<file path="config.mk">
export PLATFORM = sky130hd
export DESIGN_NAME = serial_borrow_subtractor
export DESIGN_NICKNAME = d
export VERILOG_FILES = /design/src/rtl/serial_borrow_subtractor.sv
export SDC_FILE = /design/constraint.sdc
export NUM_CORES = 1
export LEC_CHECK = 0
export ABC_AREA = 1
export BUFFER_PORTS_ARGS = -buffer_cell sky130_fd_sc_hd__buf_2
export CORE_MARGIN = 2
export CORE_UTILIZATION = 54
export CTS_CLUSTER_DIAMETER = 40
export DETAILED_ROUTE_END_ITERATION = 10
export PLACE_DENSITY_LB_ADDON = 0.05
export SLEW_MARGIN = 40
export SYNTH_ARGS = -nofsm -noshare
export SYNTH_HDL_FRONTEND = slang
export SYNTH_SLANG_ARGS = --single-unit
</file>
<file path="constraint.sdc">
create_clock -name clk -period 2.05 [get_ports clk]
set_input_delay 0.1025 -clock clk [delete_from_list [all_inputs] [get_ports clk]]
set_output_delay 0.1025 -clock clk [all_outputs]
set_load 0.05 [all_outputs]
</file>
<file path="src/rtl/serial_borrow_subtractor.sv">
`default_nettype none
// ============================================================================
// Module      : serial_borrow_subtractor
// Description : Bit-serial ripple-borrow subtractor, LSB first, computing
//               diff = a - b - bin (mod 2^WIDTH) with a start/busy/done handshake.
// Revision    : 1.0 - initial release
// ============================================================================
module serial_borrow_subtractor #(
    parameter int WIDTH = 4
) (
    input  logic             clk,
    input  logic             rst,
    input  logic             start,
    input  logic [WIDTH-1:0] a,
    input  logic [WIDTH-1:0] b,
    input  logic             bin,
    output logic             busy,
    output logic             done,
    output logic [WIDTH-1:0] diff,
    output logic             bout
);

    localparam int              CW       = (WIDTH > 2) ? $clog2(WIDTH) : 1;
    localparam logic [CW-1:0]   CNT_LAST = CW'(WIDTH - 1);

    localparam logic [1:0] ST_IDLE  = 2'd0;
    localparam logic [1:0] ST_SHIFT = 2'd1;
    localparam logic [1:0] ST_DONE  = 2'd2;

    logic [1:0]       state_q, state_d;
    logic [WIDTH-1:0] a_q, a_d;
    logic [WIDTH-1:0] b_q, b_d;
    logic             br_q, br_d;
    logic [CW-1:0]    cnt_q, cnt_d;
    logic [WIDTH-1:0] diff_q, diff_d;
    logic             bout_q, bout_d;

    logic w_accept;
    logic w_last;
    logic w_d;
    logic w_br_next;

    // Operands are shifted right, so the current bit always sits at index 0.
    assign w_accept  = start && ((state_q == ST_IDLE) || (state_q == ST_DONE));
    assign w_last    = (cnt_q == CNT_LAST);
    assign w_d       = a_q[0] ^ b_q[0] ^ br_q;
    assign w_br_next = (~a_q[0] & b_q[0]) | (~(a_q[0] ^ b_q[0]) & br_q);

    always_ff @(posedge clk) begin
        if (rst) begin
            state_q <= ST_IDLE;
            a_q     <= '0;
            b_q     <= '0;
            br_q    <= 1'b0;
            cnt_q   <= '0;
            diff_q  <= '0;
            bout_q  <= 1'b0;
        end else begin
            state_q <= state_d;
            a_q     <= a_d;
            b_q     <= b_d;
            br_q    <= br_d;
            cnt_q   <= cnt_d;
            diff_q  <= diff_d;
            bout_q  <= bout_d;
        end
    end

    always_comb begin
        state_d = state_q;
        case (state_q)
            ST_IDLE:  if (start) state_d = ST_SHIFT;
            ST_SHIFT: if (w_last) state_d = ST_DONE;
            ST_DONE:  state_d = start ? ST_SHIFT : ST_IDLE;
            default:  state_d = ST_IDLE;
        endcase
    end

    always_comb begin
        a_d    = a_q;
        b_d    = b_q;
        br_d   = br_q;
        cnt_d  = cnt_q;
        diff_d = diff_q;
        bout_d = bout_q;
        if (w_accept) begin
            a_d    = a;
            b_d    = b;
            br_d   = bin;
            cnt_d  = '0;
            diff_d = '0;
            bout_d = 1'b0;
        end else if (state_q == ST_SHIFT) begin
            a_d    = {1'b0, a_q[WIDTH-1:1]};
            b_d    = {1'b0, b_q[WIDTH-1:1]};
            br_d   = w_br_next;
            cnt_d  = cnt_q + CW'(1);
            diff_d = {w_d, diff_q[WIDTH-1:1]};
            if (w_last) bout_d = w_br_next;
        end
    end

    always_comb begin
        busy = (state_q == ST_SHIFT);
        done = (state_q == ST_DONE);
    end

    assign diff = diff_q;
    assign bout = bout_q;

endmodule
`default_nettype wire

</file>
==> impl_results.md <==
* Critical path launch point type: flop
* First-pass GRT wire length at 2.62 mm
* HP Start: b[3]
* Final Net Count at 147
* Layout cells sized above 1 at 18.9%
* Synth area leaders: dfxtp_1 46%, nand2_1 13%, inv_1 8.6%
* Top delay family on crit path: buffers and inverters
* Fin crit share at 74.2%
* Status: complete, no violations
* Final setup vio count at 0
* Clock transition at the registers of the reported paths at 0.10 ns
* Switching Fraction at 27.4%
* Avg WL per Cell at roughly 10 um
* Sequential fraction of the synthesis area at a little under half
* Combinational power share at 15.7%
* Synth unique cells at 14
* Hold Vio Cnt, Final at 0
* Row count at 13
* Tmin final at 1.52 ns
* # DRC at 0
* Post-DP Area at 878 um^2
* CTS Sinks at 18
* Die H at 42.1 um
* Synth top area share at a little under half
* Max-slew headroom at 80.3%
* HPWL after detailed placement at 1.13 mm
* Worst setup path class: reg2out
* Most used DFF post-synth: dfxtp_1
* Synth Instances at 112
* Detailed Routing Iterations Pass 1 at 4
* Synth Cell Area at 786 um^2
* Setup skew after layout at ~0.0035 ns
* Multiplexer area fraction after synthesis at 0%
* Post-CTS Setup Inserts at 0
* Area growth syn-to-layout at 16.4%
* Simple-gate share of the synthesized area at 28.2%
* RSZ-0062 raised after global routing: false
* Core footprint at 0.00133 mm^2
* Post-Synth Adder-Cell Area at 4.14%
* Synth Area in Compound Gates at 9.55%
* CP cell instances: nand2_2 -> inv_2 -> buf_2
* Max-cap violations at 0
* Bufs and invs on worst path at 2
* Initial drt markers at 19
* Drt via density at 4.79
* Congestion Overflow GR at 0
* Post-Synth XOR/XNOR Area at 1.11%
* Ant. Diodes at 0
* Slowest cell on crit path: dfxtp_1
* Ports at 19
* Antenna violations before repair at 0
* CTS max path bufs at 2
* Avg Inst Size Synth at roughly 7 um^2
* Root Buffer: clkbuf_4
* Pwr/cell area at 777 mW/mm^2
* Post-cts resize count at 0
* CP Data Arrival Time at approximately 1.4 ns
* Static Leak at 0.471 nW
* IO buf count at 18
* Critical Path Start: state_q[0]
* Vias in the first global route at 666
* CTS H-tree lvls at 1
* Hold crit path type: in2reg
* CTS Buf Count at 3
* Slowest Stage Delay on Critical Path at 0.42 ns
* Post-placement setup slack at 0.855 ns
* Number of fill cells in the layout at ~120
* Die width at 42.1 um
* Largest family of logic cells by synthesized area: simple AND/OR/NAND/NOR gates
* Sequential share of power at 53.6%
* TNS Setup at 0 ns
* Fin. max-slew vios at 0
* Synth Register Bits at 18
* Routability Congestion at 0.817
* Critical Path RT at ~2 ns
* Crit path max fanout at 16
* Commonest cells post-synth: 28 x nand2_1, 18 x dfxtp_1, 18 x inv_1, 17 x nor2_1, 9 x a21oi_1
* Largest net degree at the start of global routing at 17
* Synth area leader: dfxtp_1
* Worst Hold Margin at 0.0316 ns
* Max IR drop VDD at about 0.46 mV
* Vias at 704
* Actual slew at the worst max-slew pin at 0.295 ns
* Initial cell density of the core at a little under 60%
* Critical R2R Launch: state_q[0]
* Sw power at just under 0.2 mW
* Post-synth EDFFs at 0
* Ys async rst share at 0%
* CTS Hold Bufs at 0
* Syn_nets at approximately 130
* Max Fclk at 0.657 GHz
* P_int at 0.516 mW
* Skew-Pair Late Insertion Delay at 0.30 ns
* Final setup margin at about 0.53 ns
* CTS tree: done
* Total global-route track usage at 19.0%
* Clock share of power at between 30% and 40%
* Post-route cell area at 915 um^2
* Crit path capture type: output port
* Antenna-violating nets left at 0
* Drt total wl at 1.52 mm
* Warnings from Yosys at 0
* Die area at 0.00178 mm^2
* Most numerous cell in the Yosys netlist: nand2_1
layout by cell type (no fill, tap or decap):
cell type  count
a21oi_1        9
ha_1           1
clkbuf_4       3
nor2_1        17
nand2_1       28
xor2_1         1
o21ai_0        6
nand2_2        2
nand3_1        8
inv_2          1
fa_1           1
dfxtp_1       18
inv_1         18
clkbuf_8       1
buf_2         18
stage by stage:
| stage | util, % | instances | total power, mW |
|---|---|---|---|
| 2_1_floorplan | - | 112 | 0.472 |
| 3_3_place_gp | 65.9 | 143 | 0.500 |
| 3_5_place_dp | 65.9 | 143 | 0.501 |
| 4_1_cts | 68.6 | 147 | 0.718 |
| 5_1_grt | 68.6 | 147 | 0.748 |
| 6_report | 68.6 | 147 | 0.711 |
area by class of cell:
type	instances	area [um^2]	area share, %
repair buffers	18	90.1	9.85
inverters	19	71.3	7.80
well taps	15	18.8	2.05
flip-flops and latches	18	360	39.4
multi-input cells	73	338	36.9
clock buffers	4	36.3	3.97
sequential cells by signal (all words and copies together), names as in the netlist:
signal   cells
a_q          4
b_q          4
diff         4
cnt_q        2
state_q      2
bout         1
br_q         1
metal layers:
| layer | track usage (%) | vias to the layer above | part of all wire (%) |
|---|---|---|---|
| li1 | - | 379 | - |
| met1 | 24.3 | 305 | 48 |
| met2 | 30.3 | 18 | 46 |
| met3 | 3.45 | 2 | 4.7 |
| met4 | 10.0 | 0 | 1.5 |
| met5 | 0 | - | 0 |
cell families after synthesis:
group                      count (synthesis)
and+or+nand+nor                           55
buffers and inverters                     21
DFF                                       18
AOI/OAI and AO/OA                         15
adders and majority gates                  2
xor gates and xnor gates                   1
power groups by stage:
stage / clock [mW] / combinational (mW) / sequential [mW]
floorplan: 0 / 0.0813 / 0.391
global placement: 0 / 0.111 / 0.389
detailed placement: 0 / 0.111 / 0.390
CTS: 0.224 / 0.112 / 0.382
global route: 0.236 / 0.128 / 0.385
finish: 0.218 / 0.112 / 0.381
worst paths after layout:
| path | to | slack [ns] | cells after the start |
|---|---|---|---|
| setup / recovery | busy | 0.53 | 3 |
| hold / removal | b_q[3] | 0.03 | 3 |
| setup reg to reg | a_q[1] | 0.84 | 7 |
| hold reg to reg | bout | 0.47 | 2 |
worst min-delay path, cell delays in order:
cell,delay (ns)
buf_2,0.08
nor2_1,0.03
nor2_1,0.09
No activity file was read; power rests on OpenSTA's default activity.
